==> src/rtl/fb_write_sched.sv <==
// Framebuffer write scheduler: queues CPU pixel writes, drains them into the
// back-buffer SRAM whenever the display fetch does not own the memory, and
// performs front/back buffer swaps only during vertical blank once every
// queued write has landed.
//
// Handshake: a write is accepted on a rising Clock edge when WrValid and
// WrReady are both 1 in the cycle before it. WrReady does not depend on
// WrValid. MemWe is a one-cycle strobe with no back-pressure.
module fb_write_sched #(
   parameter int DEPTH = 4,
   parameter int AW    = 15,
   parameter int DW    = 8
) (
   input  logic          Clock,
   input  logic          Reset_n,
   input  logic          WrValid,
   input  logic [AW-1:0] WrAddr,
   input  logic [DW-1:0] WrData,
   output logic          WrReady,
   input  logic          SwapReq,
   input  logic          HBlank,
   input  logic          VBlank,
   input  logic [9:0]    Col,
   output logic          MemWe,
   output logic [AW-1:0] MemAddr,
   output logic [DW-1:0] MemData,
   output logic          MemBuf,
   output logic          BufSel,
   output logic          SwapPending,
   output logic          FrameTick,
   output logic [4:0]    Count
);

   localparam int         PW      = (DEPTH > 1) ? $clog2(DEPTH) : 1;
   localparam logic [4:0] DEPTH_C = 5'(DEPTH);

   // Queue storage and pointers. Pointers wrap naturally because DEPTH is a
   // power of two.
   logic [AW-1:0] addr_mem [DEPTH];
   logic [DW-1:0] data_mem [DEPTH];
   logic [PW-1:0] wr_ptr;
   logic [PW-1:0] rd_ptr;
   logic [4:0]    count_q;

   logic          buf_sel_q;
   logic          pending_q;

   logic          fetch_block;
   logic          swap_exec;
   logic          ready;
   logic          push;
   logic          pop;

   // Only the two low column bits matter for the fetch slot.
   logic          unused_col;
   assign unused_col = ^Col[9:2];

   // Arbitration: fetch slot, swap window, push/pop decisions.
   always_comb begin
      fetch_block = ~HBlank & ~VBlank & (Col[1:0] == 2'b11);
      // A swap needs an empty queue and no write still on its way to SRAM.
      swap_exec   = pending_q & VBlank & (count_q == 5'd0) & ~MemWe;
      // Pushes are refused while full (no push-through) and in the swap
      // cycle, so every accepted write belongs entirely to one buffer.
      ready       = (count_q < DEPTH_C) & ~swap_exec;
      push        = WrValid & ready;
      pop         = (count_q != 5'd0) & ~fetch_block;
   end

   assign WrReady     = ready;
   assign Count       = count_q;
   assign BufSel      = buf_sel_q;
   assign SwapPending = pending_q;

   // Queue payload storage; contents are don't-care until written.
   always_ff @(posedge Clock) begin
      if (push) begin
         addr_mem[wr_ptr] <= WrAddr;
         data_mem[wr_ptr] <= WrData;
      end
   end

   // Queue pointers and occupancy.
   always_ff @(posedge Clock or negedge Reset_n) begin
      if (!Reset_n) begin
         wr_ptr  <= '0;
         rd_ptr  <= '0;
         count_q <= 5'd0;
      end else begin
         if (push) wr_ptr <= wr_ptr + PW'(1);
         if (pop)  rd_ptr <= rd_ptr + PW'(1);
         case ({push, pop})
            2'b10:   count_q <= count_q + 5'd1;
            2'b01:   count_q <= count_q - 5'd1;
            default: count_q <= count_q;
         endcase
      end
   end

   // Registered SRAM write port; the target buffer is fixed at pop time.
   always_ff @(posedge Clock or negedge Reset_n) begin
      if (!Reset_n) begin
         MemWe   <= 1'b0;
         MemAddr <= '0;
         MemData <= '0;
         MemBuf  <= 1'b1;
      end else begin
         MemWe <= pop;
         if (pop) begin
            MemAddr <= addr_mem[rd_ptr];
            MemData <= data_mem[rd_ptr];
            MemBuf  <= ~buf_sel_q;
         end
      end
   end

   // Swap request latch, front-buffer select and frame tick.
   always_ff @(posedge Clock or negedge Reset_n) begin
      if (!Reset_n) begin
         buf_sel_q <= 1'b0;
         pending_q <= 1'b0;
         FrameTick <= 1'b0;
      end else begin
         FrameTick <= swap_exec;
         if (swap_exec) begin
            buf_sel_q <= ~buf_sel_q;
            // A request arriving in the swap cycle is kept for the next frame.
            pending_q <= SwapReq;
         end else if (SwapReq) begin
            pending_q <= 1'b1;
         end
      end
   end

endmodule

==> config.mk <==
export PLATFORM = sky130hd
export DESIGN_NAME = fb_write_sched
export DESIGN_NICKNAME = d
export VERILOG_FILES = /design/src/rtl/fb_write_sched.sv
export SDC_FILE = /design/constraint.sdc
export NUM_CORES = 1
export LEC_CHECK = 0
export ABC_CLOCK_PERIOD_IN_PS = 4790
export BUFFER_PORTS_ARGS = -buffer_cell sky130_fd_sc_hd__buf_2
export CAP_MARGIN = 20
export CORE_ASPECT_RATIO = 2
export CORE_UTILIZATION = 44
export DETAILED_ROUTE_END_ITERATION = 10
export SLEW_MARGIN = 5
export SYNTH_ARGS = -nofsm -noshare
export SYNTH_HDL_FRONTEND = slang
export SYNTH_SLANG_ARGS = --single-unit
==> constraint.sdc <==
create_clock -name Clock -period 4.79 [get_ports Clock]
set_input_delay 0.479 -clock Clock [delete_from_list [all_inputs] [get_ports Clock]]
set_output_delay 0.479 -clock Clock [all_outputs]
set_load 0.02 [all_outputs]
# ---- Word level (Yosys, flattened, before mapping)
# Memory sizes are Yosys's and may differ from the RTL's. A register that Yosys moved wholly into a read port is not among the register bits.
# Index checks and enable logic that the tools add are counted.
# Widths: inputs -> output; s select.
dict set report totals {
  ff_bits 14
  mem_bits_rw 92
  output_inout_bits 34
  n_memories 2
}
# name depth width rd rd_ports_with_merged_regs wr line
set memory_table {}
lappend memory_table {addr_mem 4 15 1 1 1 39} ;# logic [AW-1:0] addr_mem [DEPTH];
lappend memory_table {data_mem 4 8 1 1 1 40} ;# logic [DW-1:0] data_mem [DEPTH];
dict set report classes {
  n_addsub 4
  order_cmp 1
  eq_ne 3
  n_mux 5
  bitwise 14
  reduce_logical 6
}
# cell n
set ops {}
lappend ops {{$pmux 5 s2} 1}
lappend ops {{$and 1x1->1} 8}
lappend ops {{$not 1->1} 6}
lappend ops {{$add 5x1->5 const B} 1}
lappend ops {{$logic_not 5->1} 1}
lappend ops {{$lt 5x3->1 const B} 1}
lappend ops {{$reduce_bool 5->1} 1}
lappend ops {{$sub 5x1->5 const B} 1}
lappend ops {{$add 2x1->2 const B} 2}
lappend ops {{$eq 2x2->1 const B} 2}
lappend ops {{$mux 1} 4}
lappend ops {{$reduce_bool 2->1} 2}
lappend ops {{$eq 2x1->1 const B} 1}
lappend ops {{$logic_not 1->1} 2}

# ---- Depth between registers and ports, before layout
# Gate-level depths: netlist of run 1.
dict set report depth {
  depth_word 8
  ltp_mapped 12
  depth_no_buf 11
}

# ---- Worst setup path before layout of run 1
# OpenSTA, ideal clock, no wires.
dict set report synth_path {
  path_type {flip-flop to flip-flop}
  startpoint {register count_q[3], in the netlist Count[3]}
  endpoint {register count_q[4], in the netlist Count[4]}
  setup_time_ns 0.146
  arrival_ns 2.641
  t_required_ns 4.644
  slack_ns 2.004
  stages_incl_launch_ff 12
  period_less_slack_ns 2.786
  cell_sequence {dfrtp_1 nor3_4 nand4_2 and3_1 buf_2 inv_1 ha_1 ha_1 nor2b_1 or4_1 nand3_1 o311ai_0}
}
dict set report synth_via {
  elab_chain_cells 8
  word_cells_on_any_way 15
  classes_between {add/sub (2); order compare (1); eq/ne (2); mux (1); bitwise (6); reduce/logical (3)}
}
# item line
set synth_rtl {}
lappend synth_rtl {{from (decl)} 43} ;# logic [4:0] count_q;
lappend synth_rtl {{from (signal assigned)} 93} ;# 2'b10: count_q <= count_q + 5'd1;
lappend synth_rtl {{from (signal assigned)} 94} ;# 2'b01: count_q <= count_q - 5'd1;
lappend synth_rtl {{from (signal assigned)} 95} ;# default: count_q <= count_q;
lappend synth_rtl {{branches (longest 8 deep; another with $lt 5x3->1)} --}
# Several ways; the timed one is not identified.
# A chain may end at the register's enable or synchronous reset.

# ---- Worst setup path in the final report of run 1
# Ends and elaborated chain as after synthesis.

==> results of run 1 <==
## path summary, 6_finish.rpt
check	endpoint
hold / removal	MemData[4]
setup reg to reg	Count[4]
hold reg to reg	MemBuf
min in group Clock	SwapPending
setup / recovery	Count[4]
max in group asynchronous	rd_ptr[0]
## cell usage in the layout, fill, tap and decap left out, types with 2 or more instances in the layout
cell type,instances
edfxtp_1,92
buf_2,64
dfrtp_1,35
mux4_2,23
mux2_2,23
clkbuf_16,17
inv_1,8
ha_1,8
clkinv_4,6
buf_4,6
and2_1,5
o21ai_0,5
nand2_1,4
xnor2_1,4
xor2_1,3
inv_6,3
nor2_1,2
nor2b_1,2
a21o_1,2
clkinv_2,2
bufinv_16,2
## flip-flops by register name, summed over array words and instances (netlist names)
name / cells
wr_ptr: 2
data_mem: 32
MemAddr: 15
BufSel: 1
MemWe: 1
Count: 5
FrameTick: 1
MemData: 8
MemBuf: 1
SwapPending: 1
rd_ptr: 2
addr_mem: 60
## final cells by class
cell class                      count  area (um2)  share of cell area
Timing Repair Buffer               70         365              0.0601
Inverter                            8        30.0             0.00494
Multi-Input combinational cell     99        1230               0.202
Clock inverter                     14         156              0.0257
Tap cell                          140         175              0.0288
Clock buffer                       18         429              0.0706
Sequential cell                   129        3690               0.607
## stage by stage
step                worst slack [ns]  hold WS (ns)  std cells  total power [uW]
finish                          1.77         0.205        478              3980
global route                    1.48         0.244        478              4210
CTS                             1.73         0.238        478              4040
detailed placement              1.74         0.457        446              2770
floorplan                       2.00         0.183        246              2440
global placement                1.84         0.453        446              2730
## metal layers
metal	up-vias	part of all wire
met4	0	0.025
met3	13	0.036
li1	1119	-
met1	1276	0.37
met5	-	0
met2	62	0.57
## logic make-up (layout without fill, tap and decap cells)
kind of cell | after synthesis | in the layout
flops | 129 | 129
mux | 48 | 48
simple gates | 23 | 23
buf+inv | 18 | 110
compound gates | 12 | 12
fa+ha+maj | 9 | 9
xor+xnor | 7 | 7
## where the power goes
group | internal [uW] | total, uW | switching [uW] | leakage (uW)
combinational | 546 | 1110 | 560 | 0.000772
clock | 773 | 1260 | 483 | 0.000285
sequential | 1420 | 1610 | 188 | 0.00126
==> impl_metrics.ini, run 1 <==
[cts]
postCtsHoldBufs = 0
path_clk_slew_ns = 0.06
clock-root-buffer = clkbuf_16
numCtsBuffers = 17
cts.sinks = 129
htreeDepth = 4
clock_latency_ns = 0.41
cts_max_path_buffers = 2
cts_setup_buffers = 0
cts_resized = 0
cts_tree = done

[synth]
synth.most_common_cell = edfxtp_1
synth-simple-area-share = 0.0295
synthXorXnorAreaFrac = 0.0122
synth_mux_area_frac = 0.160
synth_top_family_by_area = multiplexers
synth_top_area_frac = 0.552
netlist_area_um2 = 5010
synth_top_area_cell = edfxtp_1
ys_seq_area_frac = 0.737
ys_async_sr_fraction = 0.287
synth.distinct_cells = 37
synth_warnings = 0
synth_edf_count = 92
yosys_most_used_dff = edfxtp_1
synth_nets = 294
ys_top_cells_by_count = 92 x edfxtp_1, 36 x dfrtp_1, 23 x mux2_2, 23 x mux4_2
synth_compound_area_frac = 0.0175
syn_area_per_cell_um2 = 20.4
postSynthCellCount = 246
synth_area_leaders = edfxtp_1 55%, dfrtp_1 18%, mux4_2 10%
synthAdderAreaFrac = 0.0240
ys_ff_latch = 129

[global_route]
grt_pass1_wl_um = 14500
track_usage = 0.173
grt_pass1_vias = 2750
grt_max_degree = 38
busiest_layer = met2
grt.met1_usage = 0.185
overflow = 0
antenna_found_initial = 0
global_route.usage.met3 = 0.0555
grt_util_met2 = 0.306

[critical_path]
crit_top_cell = ha_1
path_max_fanout = 8
crit_buf_inv = 1
r2r-start = Count[3]
path_depth = 10
slowest_delay_ns = 0.47
crit_chain = nor3_4 -> nand4_2 -> and3_1 -> inv_1 -> ha_1 -> ha_1 -> nor2b_1 -> or4_1 -> nand3_1 -> o311ai_0
regToRegSetupSlack_ns = 1.77
reg2reg_depth = 10
path_class = flip-flop to flip-flop
crit_family = simple AND/OR/NAND/NOR gates
critPathArrivalTime_ns = 3.28
timing.critical_path.from = Count[3]
critPathCaptureType = flip-flop
slowest_stage = or4_1
cp_data_required_time_ns = 5.05
start_kind = flip-flop

[timing]
period_share = 0.630
fin_setup_tns_ns = 0
finalHoldViolations = 0
worstMarginPinSlew_ns = 0.929
fmaxAchievable_ghz = 0.331
relSlewSlack = 0.381
maxSlewViolCount = 0
setup_viol = 0
fin_crit_ns = 3.02
rsz0062_at_grt = no
skew_ns = 0.00914

[route]
via_count = 2470
drtAntennaViolNets = 0
wl_um = 8850
viasPerCell = 5.17
wire_per_inst_um = 18.5
drtIter0Drc = 105
dr.pass1.iters = 4
drc_errors = 0

[power_and_ir_drop]
power_density_nw_per_um2 = 654
ir_drop_mv = 0.336
p_leak_uw = 0.00232

[die]
start_util = 0.455
coreArea_um2 = 11000
design.die.area_um2 = 11800
die_w_um = 77.4
die_h_um = 153
ios = 73
fp-row-count = 54

[final_layout]
final_core_util = 0.552
drive_gt1_frac = 0.456
area_growth_pct = 21.3
fillers = 863
design_area_um2 = 6080
diodes = 0
final_nets = 373

[place]
placed_area_um2 = 5490
dp_hpwl_um = 5410
portBuffers = 64
gp_congestion = 0.696

[job]
maxCapViolations = 0

[status]
outcome = finished, final reports clean

[hold_path]
hold_path.class = input pin to async pin
No activity file was read; power rests on OpenSTA's default activity.
==> run 2, diff against run 1 <==
--- a/config.mk
+++ b/config.mk
@@ -5,7 +5,7 @@
 export SDC_FILE = /design/constraint.sdc
 export NUM_CORES = 1
 export LEC_CHECK = 0
-export ABC_CLOCK_PERIOD_IN_PS = 4790
+export ABC_CLOCK_PERIOD_IN_PS = 2910
 export BUFFER_PORTS_ARGS = -buffer_cell sky130_fd_sc_hd__buf_2
 export CAP_MARGIN = 20
 export CORE_ASPECT_RATIO = 2
==> constraint.sdc (replaced) <==
create_clock -name Clock -period 2.91 [get_ports Clock]
set_input_delay 0.291 -clock Clock [delete_from_list [all_inputs] [get_ports Clock]]
set_output_delay 0.291 -clock Clock [all_outputs]
set_load 0.02 [all_outputs]
==> impl_metrics.ini, run 2 (synthesis gave the netlist of run 1 again) <==
[final_layout]
drive_gt1_frac = 0.476
regMostFlops = addr_mem
final_cell_mix = 92 x edfxtp_1, 64 x buf_2, 35 x dfrtp_1, 23 x mux4_2, 23 x mux2_2
design_area_um2 = 6250
final_nets = 382
diodes = 0
largest_reg_flops = 60
layout_commonest_cell = edfxtp_1
area_growth_pct = 24.8
final_core_util = 0.568
largestRegisters = addr_mem (60), data_mem (32), MemAddr (15)

[route]
dr.pass1.iters = 4
drtAntennaViolNets = 0
viasPerCell = 5.17
via_count = 2519
drc_errors = 0
wl_um = 8980
drtIter0Drc = 123
wire_per_inst_um = 18.4

[timing]
setup_viol = 0
finalHoldViolations = 0
fmaxAchievable_ghz = 0.386
rsz0062_at_grt = no
period_share = 0.890
fin_crit_ns = 2.59
fin_ws_ns = 0.320
worstMarginPinSlew_ns = 0.907
maxSlewViolCount = 0
skew_ns = 0.00940
fin_setup_tns_ns = 0
relSlewSlack = 0.396

[die]
ios = 73
design.die.area_um2 = 11800
coreArea_um2 = 11000
fp-row-count = 54
start_util = 0.455
die_w_um = 77.4
die_h_um = 153

[critical_path]
critPathCaptureType = flip-flop
start_kind = flip-flop
path_max_fanout = 8
path_class = flip-flop to flip-flop
critPathArrivalTime_ns = 2.86
cp_data_required_time_ns = 3.18

[hold_path]
hold_path.class = input pin to async pin

[cts]
clock_latency_ns = 0.41
clock-root-buffer = clkbuf_16
postCtsHoldBufs = 0
path_clk_slew_ns = 0.06
htreeDepth = 4
cts_tree = done
cts.sinks = 129
cts_max_path_buffers = 2
numCtsBuffers = 17

[power_and_ir_drop]
p_leak_uw = 0.00241
ir_drop_mv = 0.598
p_total_uw = 6970
power_density_nw_per_um2 = 1120

[status]
outcome = finished, final reports clean

[job]
maxCapViolations = 0

[global_route]
grt_pass1_wl_um = 14700
grt_max_degree = 38
antenna_found_initial = 0
overflow = 0
track_usage = 0.174
grt_pass1_vias = 2734

[place]
dp_hpwl_um = 5440
portBuffers = 64
pre_cts_ws_ns = 0.125
placed_area_um2 = 5560
gp_congestion = 0.695
-- run 2: critical path, stage by stage (launching register included) --
cell      delay (ns)
dfrtp_1         0.44
nor3_4          0.23
nand4_2         0.12
and3_1          0.22
inv_1           0.06
ha_2            0.26
ha_1            0.29
nor2b_1         0.16
or4_1           0.47
nand3_1         0.10
o311ai_0        0.11
-- run 2: cell type report --
class                   instances  area, um2
flip-flops and latches        129       3690
clock inverters                13        233
fillers                       851       4760
multi-input cells              99       1230
well taps                     140        175
clock buffers                  19        443
repair buffers                 79        445
inverters                       8       30.0
-- run 2: layer usage --
layer,up-vias,GRT usage,share of wire
met4,0,0.0836,0.016
met2,57,0.310,0.58
li1,1137,-,-
met3,9,0.0501,0.030
met5,-,0,0
met1,1316,0.184,0.38
-- run 2: power breakdown --
part	internal (uW)	switching (uW)	total, uW	leakage, uW
Clock	1630	770	2400	0.000328
Combinational	965	997	1960	0.000822
Sequential	2350	260	2610	0.00126
Total	4950	2030	6970	0.00241
-- run 2: what timing repair did --
action                     CTS  global route
setup endpoints to repair    0             1
buffers inserted             0             2
resized for setup            0             2
hold endpoints to repair     0             0
-- run 2: per-stage QoR --
stage / std cells / hold WS (ns)
finish: 487 / 0.0117
detailed placement: 453 / 0.457
global route: 487 / 0.0585
global placement: 453 / 0.453
floorplan: 246 / -0.00459
CTS: 485 / 0.0510
-- run 2: path summary, 6_finish.rpt --
kind | from | end | slack (ns) | depth (start not counted)
max in group asynchronous | Reset_n | rd_ptr[0] | 2.26 | 1
min | Reset_n | MemData[1] | 0.01 | 1
max reg2reg | Count[4] | Count[4] | 0.32 | 10
min reg2reg | MemBuf | MemBuf | 0.46 | 2
min in group Clock | SwapReq | SwapPending | 0.07 | 2
max | Count[4] | Count[4] | 0.32 | 10
